$ cat config.mk
export PLATFORM = sky130hd
export DESIGN_NAME = uart_rx_cfg
export DESIGN_NICKNAME = d
export VERILOG_FILES = /design/src/rtl/uart_rx_cfg.sv
export SDC_FILE = /design/constraint.sdc
export NUM_CORES = 1
export LEC_CHECK = 0
export BUFFER_PORTS_ARGS = -buffer_cell sky130_fd_sc_hd__buf_2
export CORE_MARGIN = 10
export CORE_UTILIZATION = 54
export DETAILED_ROUTE_END_ITERATION = 6
export PLACE_DENSITY_LB_ADDON = 0.12
export SKIP_LAST_GASP = 1
export SYNTH_ARGS = -nofsm -noshare
export SYNTH_HDL_FRONTEND = slang
export SYNTH_SLANG_ARGS = --single-unit
$ cat constraint.sdc
create_clock -name clk -period 1.8 [get_ports clk]
set_input_delay 0.09 -clock clk [delete_from_list [all_inputs] [get_ports clk]]
set_output_delay 0.09 -clock clk [all_outputs]
set_load 0.03 [all_outputs]
$ cat src/rtl/uart_rx_cfg.sv
// ============================================================================
// Module   : uart_rx_cfg
// Brief    : Parametrised UART receiver with optional parity and 1/2 stop bits
// Revision : 1.0
// ============================================================================
`default_nettype none

module uart_rx_cfg #(
  parameter int CLK_FREQ   = 50_000_000,
  parameter int UART_BPS   = 9600,
  parameter int DATA_BITS  = 8,
  parameter int PARITY_EN  = 0,
  parameter int PARITY_ODD = 0,
  parameter int STOP_BITS  = 1
) (
  input  logic                 clk,
  input  logic                 rst,
  input  logic                 rx,
  output logic [DATA_BITS-1:0] po_data,
  output logic                 po_flag,
  output logic                 frame_err,
  output logic                 parity_err,
  output logic                 busy
);

  localparam int BAUD_CNT_MAX = CLK_FREQ / UART_BPS;
  localparam int HALF         = BAUD_CNT_MAX / 2 - 1;
  localparam int CNT_W        = $clog2(BAUD_CNT_MAX);

  localparam logic [CNT_W-1:0] CNT_LAST  = CNT_W'(BAUD_CNT_MAX - 1);
  localparam logic [CNT_W-1:0] CNT_HALF  = CNT_W'(HALF);
  localparam logic [3:0]       DATA_LAST = 4'(DATA_BITS - 1);
  localparam logic [3:0]       STOP_LAST = 4'(STOP_BITS - 1);
  localparam logic             ODD_BIT   = 1'(PARITY_ODD);

  typedef enum logic [2:0] {
    S_IDLE   = 3'd0,
    S_START  = 3'd1,
    S_DATA   = 3'd2,
    S_PARITY = 3'd3,
    S_STOP   = 3'd4
  } state_t;

  state_t               r_state;
  logic                 r_s1;
  logic                 r_s2;
  logic                 r_s3;
  logic [CNT_W-1:0]     r_baud_cnt;
  logic [3:0]           r_bit_cnt;
  logic [DATA_BITS-1:0] r_shift;
  logic                 r_stop_bad;
  logic                 r_parity_bad;

  logic w_fall;
  logic w_strobe;

  assign w_fall   = ~r_s2 & r_s3;
  assign w_strobe = (r_state != S_IDLE) && (r_baud_cnt == CNT_HALF);

  // Sync flops reset to the idle level so leaving reset never looks like a start edge.
  always_ff @(posedge clk or negedge rst) begin
    if (!rst) begin
      r_s1 <= 1'b1;
      r_s2 <= 1'b1;
      r_s3 <= 1'b1;
    end else begin
      r_s1 <= rx;
      r_s2 <= r_s1;
      r_s3 <= r_s2;
    end
  end

  always_ff @(posedge clk or negedge rst) begin
    if (!rst) begin
      r_state      <= S_IDLE;
      r_baud_cnt   <= '0;
      r_bit_cnt    <= 4'd0;
      r_shift      <= '0;
      r_stop_bad   <= 1'b0;
      r_parity_bad <= 1'b0;
      po_data      <= '0;
      po_flag      <= 1'b0;
      frame_err    <= 1'b0;
      parity_err   <= 1'b0;
      busy         <= 1'b0;
    end else begin
      po_flag    <= 1'b0;
      frame_err  <= 1'b0;
      parity_err <= 1'b0;

      if (r_state == S_IDLE || r_baud_cnt == CNT_LAST) begin
        r_baud_cnt <= '0;
      end else begin
        r_baud_cnt <= r_baud_cnt + 1'b1;
      end

      case (r_state)
        S_IDLE: begin
          if (w_fall) begin
            r_state <= S_START;
            busy    <= 1'b1;
          end
        end

        S_START: begin
          if (w_strobe) begin
            if (r_s2) begin
              r_state    <= S_IDLE;
              busy       <= 1'b0;
              r_baud_cnt <= '0;
            end else begin
              r_state      <= S_DATA;
              r_bit_cnt    <= 4'd0;
              r_stop_bad   <= 1'b0;
              r_parity_bad <= 1'b0;
            end
          end
        end

        S_DATA: begin
          if (w_strobe) begin
            r_shift <= {r_s2, r_shift[DATA_BITS-1:1]};
            if (r_bit_cnt == DATA_LAST) begin
              r_bit_cnt <= 4'd0;
              r_state   <= (PARITY_EN != 0) ? S_PARITY : S_STOP;
            end else begin
              r_bit_cnt <= r_bit_cnt + 4'd1;
            end
          end
        end

        S_PARITY: begin
          if (w_strobe) begin
            r_parity_bad <= (^r_shift) ^ r_s2 ^ ODD_BIT;
            r_bit_cnt    <= 4'd0;
            r_state      <= S_STOP;
          end
        end

        S_STOP: begin
          if (w_strobe) begin
            if (!r_s2) begin
              r_stop_bad <= 1'b1;
            end
            // Finishing at mid-stop leaves half a bit to catch a back-to-back start edge.
            if (r_bit_cnt == STOP_LAST) begin
              r_state    <= S_IDLE;
              busy       <= 1'b0;
              r_baud_cnt <= '0;
              po_flag    <= 1'b1;
              po_data    <= r_shift;
              frame_err  <= r_stop_bad | ~r_s2;
              parity_err <= r_parity_bad;
            end else begin
              r_bit_cnt <= r_bit_cnt + 4'd1;
            end
          end
        end

        default: begin
          r_state <= S_IDLE;
          busy    <= 1'b0;
        end
      endcase
    end
  end

endmodule

`default_nettype wire

==> results by group, run 1 <==
Run status
  • Outcome: finished, violations left
  • Failing checks: negative setup slack

Timing
  • Worst Skew: about 0.0078 ns
  • Final critical-path share of the clock period: 103.5%
  • Number of max-slew violations in the final report: 0
  • Hold violation count in the final report: 0
  • Minimum clock period: ~1.9 ns
  • Setup slack of the critical path after layout: -0.06382 ns
  • RSZ-0062 raised after global routing: yes
  • Slew @ Worst Pin: around 0.43 ns
  • Worst slew margin relative to its limit: between 70% and 80%
  • Final Setup Violations: 15
  • Achievable Freq: approximately 0.54 GHz
  • Summed negative setup slack over all endpoints: -0.3980 ns

Route
  • Total met2 wirelength after detailed routing: ~2400 um
  • Antenna Nets Post-Route: 0
  • Wire length on met3: about 240 um
  • Wire length after detailed routing: between 5000 and 6000 um
  • Routed vias/inst: 5.748
  • Highest Signal Layer: met4
  • Routed met1 length: between 2000 and 2500 um
  • Post-detailed-route DRC marker count: 0
  • Drt first pass iters: 4
  • WL/cell: ~17 um
  • Total number of vias: 1,730
  • DR iter-0 viols: approximately 110

Clocking
  • Post-CTS clock slew at the launch and capture registers of the worst setup and hold paths: around 0.090 ns
  • Clk_lat worst skew: about 0.3 ns
  • Maximum buffer depth of the clock tree: 2
  • Clock buffer count from CTS: 5
  • CTS tree: done
  • Clock tree root driver cell: sky130_fd_sc_hd__clkbuf_8
  • TritonCTS Sinks: 45
  • CTS HTree Levels: 2

Final layout
  • Most frequent cells in the layout: 42 x sky130_fd_sc_hd__dfrtp_1, 35 x sky130_fd_sc_hd__buf_4, 18 x sky130_fd_sc_hd__nor2_1
  • Layout net count: around 260
  • Most common library cell in the layout ignoring fill and taps: sky130_fd_sc_hd__dfrtp_1
  • Post-layout instance count excluding filler cells: approximately 300
  • Layout Area Growth over Synthesis: 26.04%
  • Post-route standard cell area excluding fillers: ~0.0029 mm2
  • Fraction of final layout cells sized beyond drive strength 1: 37.45%
  • Final antenna diode count: 0

Die
  • Die H: approximately 85 um
  • Initial Utilization: 56.18%
  • Total I/O pin count: 15
  • Width of the die: around 85 um
  • Placeable Area: 0.004029 mm2
  • Die Outline Area: between 0.007 and 0.008 mm2
  • Rows: 23

Setup path
  • Count of buffer and inverter cells on the critical path: 2
  • Crit path DAT: between 2 and 2.5 ns
  • Maximum net fanout on the critical path: 5
  • Required time worst endpoint: just under 2 ns
  • Master of the slowest instance on the critical path: sky130_fd_sc_hd__dfrtp_1
  • Worst setup path start: r_bit_cnt[1]
  • CP top delay family: simple AND/OR/NAND/NOR gates
  • Class of the most critical setup path: register to register
  • Chain of cells forming the critical path: inv_2 > ha_4 > or3b_4 > nor3_4 > buf_6 > mux2_4
  • Crit end category: register
  • Sort of element at the start of the critical path: register
  • Max incr delay on CP: roughly 0.4 ns
  • RR Startpoint: r_bit_cnt[1]

Logic synthesis
  • Number of warnings printed during yosys synthesis: 0
  • Mean Syn Cell Area: about 12 um2
  • Post-synthesis instance area: around 0.0023 mm2
  • Cell variety after synth: 50
  • Net Count, Synth: 203
  • Cell count after synthesis: ~200
  • Post-synthesis sequential area ratio: between 40% and 50%
  • Register bit count reported by yosys: between 40 and 50

Place
  • Area post-placement: 0.002610 mm2
  • Number of I/O port buffers: 14
  • HPWL after detailed placement: 3432 um
  • Post-place setup slack: -0.09652 ns
  • GP Congestion: roughly 0.88
  • Cells after DPL: about 290

Global routing
  • Total GRT Usage: between 10% and 20%
  • Total overflow reported by the global router: 0
  • Pin count of the biggest net entering global routing: 22
  • Initial antenna violation count: 0
  • First-pass GRT wire length: 8266 um
  • Vias in the first global route: approximately 1,800

Run
  • Count of max-cap constraint violations: 0

Pwr
  • Leakage component of the power: between 1 and 1.5 nW
  • Worst supply voltage drop on vdd: 0.0005690 V
  • Cell area power density: 791.7 mW/mm2

Hold path
  • Hold WC Path Type: input pin to asynchronous set/reset pin
## state kept, by name, summed over array words and instances (netlist names)
register and count:
po_data 8, r_s2 1, r_shift 8, r_state 3, r_bit_cnt 4, r_s1 1, po_flag 1, r_s3 1
r_parity_bad 1, r_baud_cnt 13, r_stop_bad 1, parity_err 1, busy 1, frame_err 1
## repair_timing
| action | in CTS | in global routing |
|---|---|---|
| setup buffers | 1 | 3 |
| endpoints found under the hold margin | 44 | 0 |
| resized for setup | 11 | 15 |
| gates cloned | 1 | 1 |
| endpoints found under the setup margin | 16 | 30 |
| hold buffers | 2 | 0 |
| pin swaps | 4 | 3 |
## routing by layer
metal	vias up	GRT usage [%]
met4	0	8.234
met1	867	16.19
met3	10	3.671
met2	46	22.58
met5	-	0
li1	807	-
## worst paths after layout
kind                       depth (start not counted)          to  slack [ns]
setup / recovery                                   6  po_data[6]       -0.06
hold / removal                                     2  po_data[1]        0.17
setup reg to reg                                   6  po_data[6]       -0.06
hold reg to reg                                    0        r_s2        0.35
max in group asynchronous                          3        r_s1        1.05
min in group clk                                   0        r_s2        0.35
## logic make-up after synthesis
kind of cell / count (synthesis) / synth area share (%)
and+or+nand+nor: 67 / 18.35
AOI/OAI and AO/OA: 26 / 8.127
muxes: 18 / 10.17
buffers and inverters: 17 / 3.261
xor gates and xnor gates: 19 / 7.960
adders and majority gates: 4 / 2.211
DFF: 45 / 49.92
## synth_stat cells, drive strengths merged
cell	count	area (um2)
clkbuf	4	15.01
nor3b	2	15.01
nor3	6	30.03
buf	3	21.27
dfstp	3	78.83
a211oi	1	7.510
o31ai	2	15.01
and2	1	6.260
and4	1	8.760
o21bai	1	7.510
ha	4	50.05
mux2i	2	20.02
o22ai	1	6.260
nor4b	1	23.77
and3	5	31.28
nand3	6	42.54
a21o	2	15.01
nand2b	3	18.77
nand2	6	22.52
xnor3	1	22.52
nor4bb	3	30.03
nor4	2	12.51
o32ai	1	8.760
and3b	2	17.52
nor2	18	67.56
inv	10	37.54
and4bb	2	25.02
a31o	1	8.760
o22a	1	8.760
nand4b	1	8.760
a21boi	1	7.510
o41ai	2	17.52
dfrtp	42	1051
or2	1	6.260
mux2	16	210.2
a31oi	8	50.05
xnor2	12	105.1
o21a	1	7.510
a21oi	3	15.01
a221oi	1	8.760
xor2	6	52.55
or3b	2	17.52
nand4	4	25.02
or3	1	6.260
## worst reg2reg max path, cell delays in order (launching register included)
cell and delay (ns):
sky130_fd_sc_hd__dfrtp_1 0.40, sky130_fd_sc_hd__inv_2 0.09, sky130_fd_sc_hd__ha_4 0.14, sky130_fd_sc_hd__or3b_4 0.39, sky130_fd_sc_hd__nor3_4 0.24, sky130_fd_sc_hd__buf_6 0.18, sky130_fd_sc_hd__mux2_4 0.31
## per-stage QoR
step,power [mW],hold WS [ns],util (%)
finish,2.259,0.1674,70.81
CTS,2.244,0.1673,68.98
detailed placement,1.545,-0.03459,64.78
global route,2.379,0.1762,70.81
global placement,1.520,-0.04229,64.78
floorplan,1.355,-0.2056,-
## layout make-up
class,count,area [um2]
multi-input cells,134,1142
fillers,304,1176
well taps,50,62.56
repair buffers,54,380.4
flip-flops and latches,45,1130
inverters,10,37.54
clock inverters,2,17.52
clock buffers,6,82.58
## power breakdown
part / total [mW] / leakage (nW) / switching [mW] / internal (mW)
sequential: 1.12 / 0.604 / 0.0404 / 1.08
combinational: 0.454 / 0.725 / 0.240 / 0.214
clock: 0.688 / 0.0518 / 0.369 / 0.319
No activity file was read; power rests on OpenSTA's default activity.
==> inputs of run 2 (changes only) <==
--- a/config.mk
+++ b/config.mk
@@ -5,12 +5,14 @@
 export SDC_FILE = /design/constraint.sdc
 export NUM_CORES = 1
 export LEC_CHECK = 0
+export ABC_AREA = 1
 export BUFFER_PORTS_ARGS = -buffer_cell sky130_fd_sc_hd__buf_2
 export CORE_MARGIN = 10
 export CORE_UTILIZATION = 54
 export DETAILED_ROUTE_END_ITERATION = 6
 export PLACE_DENSITY_LB_ADDON = 0.12
 export SKIP_LAST_GASP = 1
+export SLEW_MARGIN = 0
 export SYNTH_ARGS = -nofsm -noshare
 export SYNTH_HDL_FRONTEND = slang
 export SYNTH_SLANG_ARGS = --single-unit
==> results by group, run 2 <==
Run status
  • Outcome: complete, no violations

Setup path
  • Crit path DAT: around 1.8 ns
  • Sort of element at the start of the critical path: register
  • Required time worst endpoint: around 2 ns
  • Maximum net fanout on the critical path: 7
  • Class of the most critical setup path: register to register
  • Crit end category: register
  • Count of buffer and inverter cells on the critical path: 1
  • Chain of cells forming the critical path: ha_1 > nand2_1 > inv_1 > nand2_1 > nor2_2 > nand2_4 > o21ai_4 > nand3_2 > nand2_4 > nor2_2
  • Master of the slowest instance on the critical path: sky130_fd_sc_hd__dfrtp_1
  • Max incr delay on CP: about 0.38 ns
  • CP top delay family: simple AND/OR/NAND/NOR gates

Route
  • Wire length after detailed routing: about 4400 um
  • Drt first pass iters: 4
  • Total number of vias: around 1,800
  • Antenna Nets Post-Route: 0
  • WL/cell: around 12 um
  • DR iter-0 viols: 110
  • Routed vias/inst: between 4 and 5
  • Post-detailed-route DRC marker count: 0

Logic synthesis
  • Register bit count reported by yosys: 45
  • Top FF cell, synth: sky130_fd_sc_hd__dfrtp_1
  • Post-synthesis async set-or-reset flop share: 100.0%
  • Dominant cells by area after synthesis: sky130_fd_sc_hd__dfrtp_1 43%, sky130_fd_sc_hd__nand2_1 11%, sky130_fd_sc_hd__inv_1 6.3%
  • Cell variety after synth: 29
  • Most used standard cell by instance count after synthesis: sky130_fd_sc_hd__nand2_1
  • Fraction of post-synthesis cell area in the top cell type by area: a little over two fifths
  • Post-synthesis sequential area ratio: between 40% and 50%
  • Number of warnings printed during yosys synthesis: 0
  • Most common library cells after synthesis: 69 x sky130_fd_sc_hd__nand2_1, 42 x sky130_fd_sc_hd__dfrtp_1, 41 x sky130_fd_sc_hd__inv_1
  • Mean Syn Cell Area: 8.509 um2
  • Biggest area consumer among synthesized cells: sky130_fd_sc_hd__dfrtp_1
  • Net Count, Synth: 293
  • Post-synthesis instance area: around 0.0024 mm2
  • Cell count after synthesis: between 200 and 300
  • Number of enable flip-flop cells after synthesis: 0

Final layout
  • Number of flip-flops in the largest register: 13
  • Register with the most flip-flops: r_baud_cnt
  • Footprint of the multi-input gates: about 0.0011 mm2
  • Layout net count: between 300 and 400
  • Largest registers: r_baud_cnt x13, po_data x8, r_shift x8
  • Most frequent cells in the layout: 69 x sky130_fd_sc_hd__nand2_1, 42 x sky130_fd_sc_hd__dfrtp_1, 41 x sky130_fd_sc_hd__inv_1
  • Post-route standard cell area excluding fillers: 0.002733 mm2
  • FF/Latch Area: between 0.001 and 0.0015 mm2
  • Layout Area Growth over Synthesis: 12.29%
  • Fraction of final layout cells sized beyond drive strength 1: 25.48%
  • Layout filler cell count: just under 400
  • Final antenna diode count: 0
  • Most common library cell in the layout ignoring fill and taps: sky130_fd_sc_hd__nand2_1

Pwr
  • Worst supply voltage drop on vdd: 0.0004261 V
  • Total Power Consumption: slightly above 3 mW
  • Leakage component of the power: approximately 1.4 nW
  • Cell area power density: 1111 mW/mm2

Timing
  • Minimum clock period: between 1.5 and 2 ns
  • Number of max-slew violations in the final report: 0
  • Hold_ws: between 0.3 and 0.4 ns
  • Worst slew margin relative to its limit: 63.92%
  • Final Setup Violations: 0
  • Hold violation count in the final report: 0
  • Worst Skew: around 0.013 ns
  • Slew @ Worst Pin: about 0.54 ns
  • Achievable Freq: about 0.61 GHz
  • Final critical-path share of the clock period: about nine tenths
  • Setup slack of the critical path after layout: 0.1574 ns

Clocking
  • Post-CTS clock slew at the launch and capture registers of the worst setup and hold paths: roughly 0.08 ns
  • CTS HTree Levels: 2
  • Clock buffer count from CTS: 5
  • Clk_lat worst skew: around 0.29 ns
  • TritonCTS Sinks: 45
  • Maximum buffer depth of the clock tree: 2
  • Clock tree root driver cell: sky130_fd_sc_hd__clkbuf_8
  • CTS tree: done

Die
  • Die Outline Area: roughly 0.0076 mm2
  • Width of the die: around 87 um
  • Rows: 24
  • Total I/O pin count: 15
  • Die H: about 87 um
  • Placeable Area: approximately 0.0044 mm2
  • Initial Utilization: 55.89%

Global routing
  • Total overflow reported by the global router: 0
  • Routing layer with the top usage in global route: met2
  • Total GRT Usage: approximately an eighth
  • Initial antenna violation count: 0
  • Met1 usage in global routing: 14.22%
  • Routing usage on met2: a little over a fifth
  • GR met3 Demand/Resource: 3.371%
  • Pin count of the biggest net entering global routing: 46
  • Vias in the first global route: between 1,500 and 2,000
  • First-pass GRT wire length: 7769 um

Place
  • GP Congestion: approximately 0.91
  • Area post-placement: between 0.002 and 0.003 mm2
  • Number of I/O port buffers: 14
  • Post-place setup slack: approximately 0.11 ns
  • HPWL after detailed placement: between 3000 and 4000 um

Run
  • Count of max-cap constraint violations: 0

Hold path
  • Hold WC Path Type: register to register
## run 2: cell types whose count changed after synthesis, sizes merged, moves of 3 or more
cell    delta
nand2     +72
inv       +34
o21ai     +23
nor2      +21
mux2      -16
nand3     +13
xnor2      -9
a31oi      -8
and3       -5
xor2       +5
clkbuf     -4
nand2b     -3
nor4bb     -3
## run 2: report_power, final
| group | total (mW) | internal (mW) | switching, mW |
|---|---|---|---|
| clock network | 0.772 | 0.453 | 0.319 |
| logic | 1.09 | 0.362 | 0.733 |
| registers | 1.17 | 1.09 | 0.0806 |
| total | 3.04 | 1.90 | 1.13 |
## run 2: final cells by class
| cell class | count | share of cell area [%] |
|---|---|---|
| tap | 52 | 2.381 |
| clock buffer | 7 | 3.159 |
| clock inverter | 1 | 1.099 |
| sequential | 45 | 41.35 |
| inverter | 44 | 6.044 |
| multi-input combinational | 195 | 41.03 |
| timing repair buffer | 22 | 4.945 |
## run 2: metal layers
layer	vias to the layer above	wire, um
li1	951	-
met1	833	1954
met2	29	2146
met3	10	187
met4	0	96
met5	-	0
## run 2: worst paths after layout
path,start,endpoint,slack (ns),cells past startpoint
setup / recovery,r_baud_cnt[0],r_baud_cnt[11],0.16,10
min in group asynchronous,rst,po_flag,0.40,3
max in group asynchronous,rst,r_s1,1.02,3
hold reg to reg,r_s1,r_s2,0.36,0
setup reg to reg,r_baud_cnt[0],r_baud_cnt[11],0.16,10
hold / removal,r_s1,r_s2,0.36,0
## run 2: kinds of logic (layout without fill, tap and decap cells)
group	after synthesis	after routing	synth area share [%]
buf+inv	46	74	7.712
fa+ha+maj	4	4	2.057
xor+xnor	14	14	5.039
simple gates	145	145	28.64
compound gates	32	32	10.13
flops	45	45	46.43
## run 2: through the flow
step                util (%)  cells  setup TNS, ns
floorplan                  -    286              0
global placement       59.17    354              0
detailed placement     59.17    354              0
CTS                    62.30    364              0
global route           62.76    366      -0.001985
finish                 62.76    366              0
## run 2: timing repair
item,4_1_cts,5_1_grt
hold endpoints to repair,43,0
buffers inserted,0,2
endpoints found under the setup margin,0,16
hold buffers,2,0
resized for setup,0,1
==> inputs of run 3 (changes only) <==
--- a/config.mk
+++ b/config.mk
@@ -6,11 +6,12 @@
 export NUM_CORES = 1
 export LEC_CHECK = 0
 export ABC_AREA = 1
-export BUFFER_PORTS_ARGS = -buffer_cell sky130_fd_sc_hd__buf_2
 export CORE_MARGIN = 10
-export CORE_UTILIZATION = 54
+export CORE_UTILIZATION = 57
 export DETAILED_ROUTE_END_ITERATION = 6
+export DONT_BUFFER_PORTS = 1
 export PLACE_DENSITY_LB_ADDON = 0.12
+export REMOVE_ABC_BUFFERS = 1
 export SKIP_LAST_GASP = 1
 export SLEW_MARGIN = 0
 export SYNTH_ARGS = -nofsm -noshare
==> results by group, run 3 (synthesized netlist as in run 2, its figures left out) <==
Run status
  • Outcome: complete, no violations

Final layout
  • Layout Area Growth over Synthesis: 10.18%
  • Most common library cell in the layout ignoring fill and taps: sky130_fd_sc_hd__nand2_1
  • Fraction of final layout cells sized beyond drive strength 1: between 20% and 30%
  • Register with the most flip-flops: r_baud_cnt
  • Number of flip-flops in the largest register: 13
  • Final core area utilization: between 60% and 70%
  • Layout net count: approximately 310
  • Final antenna diode count: 0
  • Largest registers: r_baud_cnt x13, po_data x8, r_shift x8
  • Most frequent cells in the layout: 69 x sky130_fd_sc_hd__nand2_1, 42 x sky130_fd_sc_hd__dfrtp_1, 41 x sky130_fd_sc_hd__inv_1
  • Post-route standard cell area excluding fillers: around 0.0027 mm2
  • Layout filler cell count: around 330

Global routing
  • Total overflow reported by the global router: 0
  • Routing layer with the top usage in global route: met2
  • GR met3 Demand/Resource: between 3 and 4%
  • Initial antenna violation count: 0
  • Total GRT Usage: around an eighth
  • Met1 usage in global routing: 14.66%
  • Vias in the first global route: 1,796
  • First-pass GRT wire length: between 7000 and 8000 um
  • Routing usage on met2: around 22%
  • Pin count of the biggest net entering global routing: 46

Die
  • Rows: 23
  • Total I/O pin count: 15
  • Width of the die: 85.34 um
  • Die Outline Area: roughly 0.0073 mm2
  • Placeable Area: 0.004058 mm2
  • Initial Utilization: approximately 60%
  • Die H: approximately 85 um

Route
  • Routed vias/inst: between 5 and 6
  • Antenna Nets Post-Route: 0
  • DR iter-0 viols: 80
  • WL/cell: roughly 13 um
  • Total number of vias: about 1,800
  • Drt first pass iters: 4
  • Wire length after detailed routing: ~4400 um
  • Post-detailed-route DRC marker count: 0

Timing
  • Achievable Freq: approximately 0.60 GHz
  • Worst Skew: 0.01390 ns
  • Final critical-path share of the clock period: 92.66%
  • Slew @ Worst Pin: around 0.41 ns
  • Final Setup Violations: 0
  • Worst slew margin relative to its limit: between 70% and 80%
  • Number of max-slew violations in the final report: 0
  • Minimum clock period: ~1.7 ns
  • Hold violation count in the final report: 0

Setup path
  • Required time worst endpoint: a little under 2 ns
  • Crit end category: register
  • Maximum net fanout on the critical path: 3
  • Class of the most critical setup path: register to register
  • Crit path DAT: roughly 1.9 ns
  • Sort of element at the start of the critical path: register

Place
  • HPWL after detailed placement: roughly 3200 um
  • Area post-placement: between 0.002 and 0.0025 mm2
  • Number of I/O port buffers: 0
  • GP Congestion: about 0.89

Pwr
  • Total Power Consumption: roughly 3 mW
  • Worst supply voltage drop on vdd: between 0.0008 and 0.0009 V
  • Leakage component of the power: approximately 1.3 nW
  • Cell area power density: roughly 1100 mW/mm2

Run
  • Count of max-cap constraint violations: 0

Hold path
  • Hold WC Path Type: input pin to asynchronous set/reset pin

Clocking
  • Clock buffer count from CTS: 5
  • CTS HTree Levels: 2
  • CTS tree: done
  • TritonCTS Sinks: 45
  • Clock tree root driver cell: sky130_fd_sc_hd__clkbuf_8
  • Clk_lat worst skew: between 0.3 and 0.4 ns
  • Post-CTS clock slew at the launch and capture registers of the worst setup and hold paths: 0.10 ns
  • Maximum buffer depth of the clock tree: 2
[run 3: worst max-delay path, stage by stage, from the launching register on]
cell and delay (ns):
sky130_fd_sc_hd__dfrtp_1 0.39, sky130_fd_sc_hd__ha_1 0.19, sky130_fd_sc_hd__nand2_1 0.06, sky130_fd_sc_hd__inv_1 0.08, sky130_fd_sc_hd__nand2_1 0.08, sky130_fd_sc_hd__nor2_2 0.13, sky130_fd_sc_hd__nand2_2 0.11, sky130_fd_sc_hd__nand2_2 0.10
sky130_fd_sc_hd__nand2_1 0.09, sky130_fd_sc_hd__nor2_2 0.15, sky130_fd_sc_hd__nand2_1 0.06, sky130_fd_sc_hd__nand2_1 0.05, sky130_fd_sc_hd__nand2_1 0.05
[run 3: path summary, 6_finish.rpt]
kind                          startpoint          to  slack, ns  cells past startpoint
min in group clk                      rx        r_s1       0.32                      1
hold reg to reg                     r_s1        r_s2       0.36                      0
setup / recovery           r_baud_cnt[0]        busy       0.13                     12
hold / removal                       rst  po_data[2]       0.27                      2
setup reg to reg           r_baud_cnt[0]        busy       0.13                     12
max in group asynchronous            rst        r_s1       1.26                      2
[run 3: layer usage]
layer	part of all wire (%)	vias to the layer above	wire length [um]
li1	-	919	-
met1	46	859	2039
met2	49	24	2144
met3	4.1	4	182
met4	1.1	0	49
met5	0	-	0
[run 3: timing repair]
item / CTS / global route
buffers inserted: 0 / 3
hold buffers: 3 / 0
endpoints found under the hold margin: 46 / 0
setup endpoints to repair: 0 / 9
resized for setup: 0 / 1
[run 3: layout make-up]
cell class / count / area, um2 / share of cell area (%)
multi-input cells: 195 / 1119 / 41.72
clock inverters: 2 / 17.52 / 0.6533
flip-flops and latches: 45 / 1130 / 42.14
repair buffers: 9 / 105.1 / 3.920
inverters: 44 / 165.2 / 6.160
clock buffers: 6 / 82.58 / 3.080
well taps: 50 / 62.56 / 2.333
[run 3: per-stage QoR]
stage | instances | setup slack, ns | hold slack, ns | TNS, ns
finish | 351 | 0.1322 | 0.2734 | 0
global route | 351 | -0.01053 | 0.2900 | -0.01053
CTS | 348 | 0.1075 | 0.2798 | 0
detailed placement | 337 | 0.1401 | -0.2042 | 0
global placement | 337 | 0.1820 | -0.2042 | 0
floorplan | 284 | 0.2250 | -0.2056 | 0
[run 3: report_power, final]
part	switching, mW	internal, mW	leakage [nW]
Combinational	0.698	0.362	0.633
Clock	0.365	0.319	0.0518
Sequential	0.108	1.09	0.612
Total	1.17	1.77	1.30
